--- config.mk ---
export PLATFORM = sky130hd
export DESIGN_NAME = booth_multiplier_seq
export DESIGN_NICKNAME = d
export VERILOG_FILES = /design/src/rtl/booth_multiplier_seq_pkg.sv /design/src/rtl/booth_multiplier_seq_step.sv /design/src/rtl/booth_multiplier_seq.sv
export SDC_FILE = /design/constraint.sdc
export NUM_CORES = 1
export LEC_CHECK = 0
export CORE_MARGIN = 2
export CORE_UTILIZATION = 35
export CTS_CLUSTER_DIAMETER = 80
export DETAILED_ROUTE_END_ITERATION = 6
export PLACE_DENSITY = 0.51
export SYNTH_ARGS = -nofsm -noshare
export SYNTH_HDL_FRONTEND = slang
export SYNTH_SLANG_ARGS = --single-unit
--- constraint.sdc ---
create_clock -name clk_100MHz -period 6.69 [get_ports clk_100MHz]
set_input_delay 1.6725 -clock clk_100MHz [delete_from_list [all_inputs] [get_ports clk_100MHz]]
set_output_delay 1.6725 -clock clk_100MHz [all_outputs]
set_load 0.05 [all_outputs]
--- src/rtl/booth_multiplier_seq_pkg.sv ---
// rtl/booth_multiplier_seq_pkg.sv - shared state encoding and default sizing for the Booth multiplier
package booth_multiplier_seq_pkg;

  localparam int DEF_WIDTH         = 8;
  localparam int DEF_CAPTURE_DELAY = 150;

  typedef enum logic [1:0] {
    IDLE = 2'd0,
    WAIT = 2'd1,
    CALC = 2'd2,
    DONE = 2'd3
  } state_t;

endpackage

--- src/rtl/booth_multiplier_seq_step.sv ---
// rtl/booth_multiplier_seq_step.sv - one radix-2 Booth iteration: add/sub M, then arithmetic shift of {A,Q,q_1}
module booth_multiplier_seq_step #(
  parameter int WIDTH = 8
) (
  input  logic [WIDTH:0]   i_a,
  input  logic [WIDTH-1:0] i_q,
  input  logic             i_q_1,
  input  logic [WIDTH-1:0] i_m,
  output logic [WIDTH:0]   o_a,
  output logic [WIDTH-1:0] o_q,
  output logic             o_q_1
);

  logic [WIDTH:0] w_m_ext;
  logic [WIDTH:0] w_sum;

  // A carries one guard bit so that -M of the most negative operand stays representable
  assign w_m_ext = {i_m[WIDTH-1], i_m};

  always_comb begin
    w_sum = i_a;
    case ({i_q[0], i_q_1})
      2'b01:   w_sum = i_a + w_m_ext;
      2'b10:   w_sum = i_a - w_m_ext;
      default: w_sum = i_a;
    endcase
  end

  assign o_a   = {w_sum[WIDTH], w_sum[WIDTH:1]};
  assign o_q   = {w_sum[0], i_q[WIDTH-1:1]};
  assign o_q_1 = i_q[0];

endmodule

--- src/rtl/booth_multiplier_seq.sv ---
// rtl/booth_multiplier_seq.sv - sequential signed Booth multiplier sharing one operand bus for both inputs
module booth_multiplier_seq
  import booth_multiplier_seq_pkg::*;
#(
  parameter int WIDTH         = DEF_WIDTH,
  parameter int CAPTURE_DELAY = DEF_CAPTURE_DELAY
) (
  input  logic               clk_100MHz,
  input  logic               rst,
  input  logic               start,
  input  logic [WIDTH-1:0]   data_in,
  output logic               done,
  output logic [2*WIDTH-1:0] ans
);

  localparam int DCW = $clog2(CAPTURE_DELAY + 1);
  localparam int ICW = $clog2(WIDTH + 1);

  state_t           r_state;
  state_t           w_next;
  logic [DCW-1:0]   r_dcnt;
  logic [ICW-1:0]   r_icnt;
  logic [WIDTH-1:0] r_m;
  logic [WIDTH-1:0] r_q;
  logic [WIDTH:0]   r_a;
  logic             r_q_1;

  logic             w_accept;
  logic             w_capture;
  logic             w_step;
  logic             w_last;
  logic [WIDTH:0]   w_a_nx;
  logic [WIDTH-1:0] w_q_nx;
  logic             w_q_1_nx;

  booth_multiplier_seq_step #(.WIDTH(WIDTH)) u_step (
    .i_a   (r_a),
    .i_q   (r_q),
    .i_q_1 (r_q_1),
    .i_m   (r_m),
    .o_a   (w_a_nx),
    .o_q   (w_q_nx),
    .o_q_1 (w_q_1_nx)
  );

  always_ff @(posedge clk_100MHz) begin
    if (rst) r_state <= IDLE;
    else     r_state <= w_next;
  end

  always_comb begin
    w_next = r_state;
    case (r_state)
      IDLE:    if (w_accept)  w_next = WAIT;
      WAIT:    if (w_capture) w_next = CALC;
      CALC:    if (w_last)    w_next = DONE;
      DONE:    if (w_accept)  w_next = WAIT;
      default: w_next = IDLE;
    endcase
  end

  // CALC spends WIDTH edges iterating and one more edge publishing the product
  always_comb begin
    w_accept  = 1'b0;
    w_capture = 1'b0;
    w_step    = 1'b0;
    w_last    = 1'b0;
    case (r_state)
      IDLE, DONE: w_accept  = start;
      WAIT:       w_capture = (r_dcnt == DCW'(CAPTURE_DELAY - 1));
      CALC: begin
        w_last = (r_icnt == ICW'(WIDTH));
        w_step = ~w_last;
      end
      default: ;
    endcase
  end

  always_ff @(posedge clk_100MHz) begin
    if (rst) begin
      r_dcnt <= '0;
      r_icnt <= '0;
      r_m    <= '0;
      r_q    <= '0;
      r_a    <= '0;
      r_q_1  <= 1'b0;
      done   <= 1'b0;
      ans    <= '0;
    end else begin
      if (w_accept) begin
        r_m    <= data_in;
        r_dcnt <= '0;
        done   <= 1'b0;
      end
      if (r_state == WAIT) begin
        if (w_capture) begin
          r_q    <= data_in;
          r_a    <= '0;
          r_q_1  <= 1'b0;
          r_icnt <= '0;
        end else begin
          r_dcnt <= r_dcnt + 1'b1;
        end
      end
      if (w_step) begin
        r_a    <= w_a_nx;
        r_q    <= w_q_nx;
        r_q_1  <= w_q_1_nx;
        r_icnt <= r_icnt + 1'b1;
      end
      if (w_last) begin
        ans  <= {r_a[WIDTH-1:0], r_q};
        done <= 1'b1;
      end
    end
  end

endmodule

## After elaboration in Yosys (flattened, before gate mapping)

Index checks and enable logic that the tools add are counted.

- Bits in registers: 57
- Latch bits: 0
- RAM bits: 0
- Memory bits (read-only): 0
- Bits of input ports: 11
- Output and inout bits: 17
- Logic and storage cells: 57
- Memories kept: 0

- Add/subtract/negate cells: 4
- $mul: 0
- Divide/modulo/power cells: 0
- $lt $le $gt $ge: 0
- Equal/unequal tests: 10
- Shift operators: 0
- Mux-type cells: 26
- Bitwise logic cells: 1
- Reduce and logical (&&, ||, !) cells: 7

Operators with widths:

| kind | count |
|---|---|
| $mux W8 | 6 |
| $mux W9 | 3 |
| $pmux W9 S2 | 1 |
| $mux W4 | 3 |
| $add A9 B9 Y9 | 1 |
| $mux W1 | 9 |
| $sub A9 B9 Y9 | 1 |
| $add A8 B1 Y8 const B | 1 |
| $eq A8 B8 Y1 const B | 1 |
| $eq A2 B2 Y1 const B | 3 |
| $mux W2 | 3 |
| $pmux W2 S3 | 1 |
| $reduce_bool A2 Y1 | 3 |
| $add A4 B1 Y4 const B | 1 |
| $eq A2 B1 Y1 const B | 2 |
| $eq A4 B4 Y1 const B | 1 |
| $ne A2 B2 Y1 const B | 2 |
| $reduce_and A3 Y1 | 1 |
| $logic_not A2 Y1 | 1 |
| $ne A2 B1 Y1 const B | 1 |
| $reduce_and A2 Y1 | 1 |
| $reduce_or A2 Y1 | 1 |
| $not A1 Y1 | 1 |

## Depth between registers and ports, before layout

- Depth after elaboration: 6
- Gate-level depth with buffers: 11
- Mapped depth without buffers: 10

## Modules after synthesis

A second synthesis with hierarchy kept.

- Cells, all modules: 392
- Area total of the unflattened synthesis: 3,106.7 sq um

Modules (own cells, without submodules):

| module | instances | cells an instance | area each (sq um) | sequential area each (sq um) |
|---|---|---|---|---|
| booth_multiplier_seq | 1 | 288 | 2,364.8 | 1,141.1 |
| booth_multiplier_seq_step | 1 | 104 | 742.0 | 0.0 |

## Worst setup path before layout

No wires, ideal clock.

- Kind: flip-flop to flip-flop
- Start point: reg r_q[0]
- End point: reg r_a[6]
- Library setup time: 0.116 ns
- Arrival: 2.515 ns
- Required time: 6.574 ns
- Setup slack: 4.059 ns
- Cell stages (with the launch flop): 11
- Path buffers: 1
- Clock period less this slack: 2.631 ns
- Cell sequence: dfxtp_1 -> ha_1 -> clkbuf_1 -> mux2_2 -> inv_1 -> ha_1 -> nor2b_1 -> o31a_1 -> o2111a_1 -> or3_1 -> a31o_2

- Word-level cells in the longest chain between the ends: 3
- Elaborated cells on any way between the ends: 4
- Those cells by class: 2 x eq/ne; 2 x mux

Ends and longest elaborated chain:

| what | RTL line | source |
|---|---|---|
| start: declaration | booth_multiplier_seq.sv:24 | `logic [WIDTH-1:0] r_q;` |
| start signal: assignment | booth_multiplier_seq.sv:97 | `r_q <= data_in;` |
| start signal: assignment | booth_multiplier_seq.sv:107 | `r_q <= w_q_nx;` |
| $eq A2 B2 Y1 or $eq A2 B1 Y1 (tied branches) | booth_multiplier_seq_step.sv:22 | `case ({i_q[0], i_q_1})` |
| $pmux W9 S2 (*) | booth_multiplier_seq_step.sv:22 |  |
| $mux W9 (*) | booth_multiplier_seq.sv:105 | `if (w_step) begin` |
| end signal: assignment | booth_multiplier_seq.sv:106 | `r_a <= w_a_nx;` |
| end: declaration | booth_multiplier_seq.sv:25 | `logic [WIDTH:0] r_a;` |

Mark *: on every way between the ends. The rest lies on a longest branch, timed or not.
A chain may end at the register's enable or synchronous reset.

## Worst setup path after layout

- Start point: reg done
- End point: out done

RTL lines:

| what | RTL line | source |
|---|---|---|
| start: declaration | booth_multiplier_seq.sv:12 | `output logic done,` |
| start signal: assignment | booth_multiplier_seq.sv:87 | `done <= 1'b0;` |
| start signal: assignment | booth_multiplier_seq.sv:93 | `done <= 1'b0;` |
| start signal: assignment | booth_multiplier_seq.sv:113 | `done <= 1'b1;` |

No word-level cell between the ends.

==> impl_metrics.json <==
{
  "path_clk_slew_ps": 110,
  "fill_cells": 847,
  "dieArea_um2": 9060,
  "synth-simple-area-share_pct": 21.8,
  "synthDistinctLibCells": 46,
  "required_ps": 5020,
  "grt_setup_unrepaired": "false",
  "synth_fp_nets": 390,
  "grt_start_max_net_pins": 58,
  "wl_mm": 6.64,
  "ioPinCount": 28,
  "num_vias": 2499,
  "clk_path_buf_depth": 2,
  "syn_inst": 361,
  "cp.arrival_ps": 1530,
  "synth_compound_area_share_pct": 18.3,
  "die_w_um": 95.2,
  "wl_per_cell_um": 13.8,
  "maxClockFrequency_mhz": 312,
  "drt-vias-per-instance": 5.21,
  "synth.avg_cell_area_um2": 8.07,
  "synth_seq_cells": 56,
  "critPathBufInv": 1,
  "layout-drive-gt1-share_pct": 4.00,
  "dr.pass1.iters": 4,
  "cpPeakStageDelay_ps": 820,
  "synth_top_family_by_area": "simple AND/OR/NAND/NOR gates",
  "synth_fa_ha_area_share_pct": 7.99,
  "gr-total-overflow": 0,
  "slowest_stage": "clkdlybuf4s50_1",
  "max_slew_margin_pct": 22.2,
  "clock_skew_ps": 5.57,
  "synth_edf_count": 0,
  "clk_latency_ps": 320,
  "cp_top_family": "buffers and inverters",
  "cts_resized": 0,
  "status": "finished, final reports clean",
  "start_util_pct": 35.8,
  "finalWeightedCongestion": 0.773,
  "grt_first_pass_wirelength_mm": 11.5,
  "p_int_w": 0.000672,
  "crit_chain": "clkdlybuf4s50_1",
  "portBuffers": 27,
  "setup_viol": 0,
  "crit_fanout": 2,
  "syn_area_um2": 2910,
  "tns_ps": 0,
  "endpoint_kind": "output port",
  "period_share_pct": 47.9,
  "fin_hold_ws_ps": 461,
  "drc": 0,
  "startpoint_type": "register",
  "nets": 403,
  "switching_share_pct": 40.4,
  "pwr-share-seq_pct": 37.2,
  "root_buffer": "clkbuf_8",
  "antenna_found_initial": 0,
  "core_um2": 8130,
  "n_antenna_cell": 0,
  "yosys_warnings": 0,
  "die_h_um": 95.2,
  "timing.final.crit_period_ps": 3200,
  "cts_setup_buffers": 0,
  "hold_path_class": "register to register",
  "p_sw_w": 0.000455,
  "antenna_left": 0,
  "synth-async-reset-ratio_pct": 0,
  "place_inst": 472,
  "numCtsBuffers": 5,
  "hold_violations": 0,
  "path_class": "register to output port",
  "worst_pin_slew_ps": 1160,
  "synth_flop_cell": "dfxtp_1",
  "grt_pass1_vias": 2385,
  "seq_area_frac_synth_pct": 38.5,
  "fin_cells": 480,
  "cts_tree": "done",
  "dp_hpwl_mm": 4.59,
  "clkSinkCount": 56,
  "grt_usage_pct": 16.2,
  "drt-initial-drc-count": 97,
  "synth.area.mux_share_pct": 4.56,
  "fp-row-count": 33,
  "drv_cap": 0,
  "htreeDepth": 2,
  "power.density_nw_per_um2": 341,
  "postCtsHoldBufs": 0,
  "synth_xor_area_share_pct": 4.21,
  "syn2layout_area_growth_pct": 13.6,
  "p_clk_share_pct": 17.3,
  "vdd_drop_max_uv": 170,
  "comb_power_share_pct": 45.5,
  "p_leak_nw": 1.23,
  "final-max-slew-violation-count": 0
}
==> cells in the final DEF, fill, tap and decap left out, types with 3 or more instances in the layout <==
| master | count |
|---|---|
| a21oi_1 | 48 |
| inv_1 | 12 |
| and2_1 | 5 |
| xor2_1 | 6 |
| nand2_1 | 64 |
| nor2_1 | 29 |
| a31oi_1 | 4 |
| xnor2_1 | 8 |
| nand3_1 | 9 |
| nand4_1 | 3 |
| ha_1 | 17 |
| dfxtp_1 | 56 |
| or3_1 | 3 |
| nand3b_1 | 3 |
| nor3_1 | 10 |
| mux2i_1 | 11 |
| clkbuf_8 | 5 |
| o21ai_0 | 8 |
| clkdlybuf4s50_1 | 26 |
| a211oi_1 | 14 |
==> metrics by stage <==
stage | instance area, um^2 | util [%] | setup slack (ps) | total power, W
4_1_cts | 3310 | 40.7 | 3470 | 0.00114
6_report | 3310 | 40.7 | 3490 | 0.00113
3_5_place_dp | 3220 | 39.5 | 3520 | 0.000944
3_3_place_gp | 3220 | 39.5 | 3580 | 0.000943
5_1_grt | 3310 | 40.7 | 3440 | 0.00123
2_1_floorplan | 2910 | - | 4060 | 0.000841
==> cells in the mapped netlist, types with 3 or more instances <==
library cell,instances,area (um^2)
xor2_1,6,52.6
xnor2_1,8,70.1
mux2i_1,11,110
nand4_1,3,18.8
or3_1,3,18.8
nand3_1,9,45.0
a31oi_1,4,25.0
inv_1,12,45.0
o21ai_0,8,40.0
nand3b_1,3,22.5
nand2_1,64,240
ha_1,17,213
and2_1,5,31.3
nor3_1,10,50.1
clkbuf_1,17,63.8
nor2_1,29,109
dfxtp_1,56,1120
a21oi_1,48,240
a211oi_1,14,105
==> cells by family after synthesis <==
family | Yosys count
and+or+nand+nor | 139
AOI/OAI and AO/OA | 88
DFF | 56
buffers and inverters | 33
adders and majority gates | 18
xor gates and xnor gates | 14
muxes | 13
==> state kept, by name, indices dropped and copies added, names as in the netlist, 2 cells and up <==
register  flops
r_state       2
ans          16
r_icnt        4
r_q           8
r_m           8
r_a           8
r_dcnt        8
==> power groups by stage <==
stage                     Sequential (W)  Clock [W]  Combinational [W]
after CTS                       0.000420   0.000205           0.000518
after global routing            0.000428   0.000217           0.000584
after global placement          0.000427          0           0.000516
after floorplan                 0.000415          0           0.000427
final                           0.000420   0.000195           0.000512
after detailed placement        0.000428          0           0.000516
==> layer usage <==
metal  vias up  part of all wire (%)  global-route usage [%]
met4         0                   1.5                    4.95
met3        10                   3.4                    2.61
li1       1287                     -                       -
met2        41                    46                    26.6
met5         -                     0                       0
met1      1161                    49                    21.7
==> cell type report <==
| type | count | area (um^2) | share of cell area (%) |
|---|---|---|---|
| Timing Repair Buffer | 27 | 265 | 8.02 |
| Clock inverter | 3 | 21.3 | 0.643 |
| Inverter | 12 | 45.0 | 1.36 |
| Tap cell | 105 | 131 | 3.97 |
| Multi-Input combinational cell | 272 | 1650 | 50.0 |
| Clock buffer | 5 | 68.8 | 2.08 |
| Sequential cell | 56 | 1120 | 33.9 |
==> final timing paths <==
| path | from | to | slack [ps] | cells after the start |
|---|---|---|---|---|
| worst max-delay path | done$_SDFFE_PP0P_ | done | 3490 | 1 |
| worst min register to register | ans[12]$_SDFFE_PP0P_ | ans[12]$_SDFFE_PP0P_ | 460 | 2 |
| worst max register to register | r_q[0]$_SDFFE_PP0P_ | r_a[6]$_SDFFE_PP0P_ | 3950 | 9 |
| worst min-delay path | ans[12]$_SDFFE_PP0P_ | ans[12]$_SDFFE_PP0P_ | 460 | 2 |
Note: power is estimated with default switching activity, not from simulation.
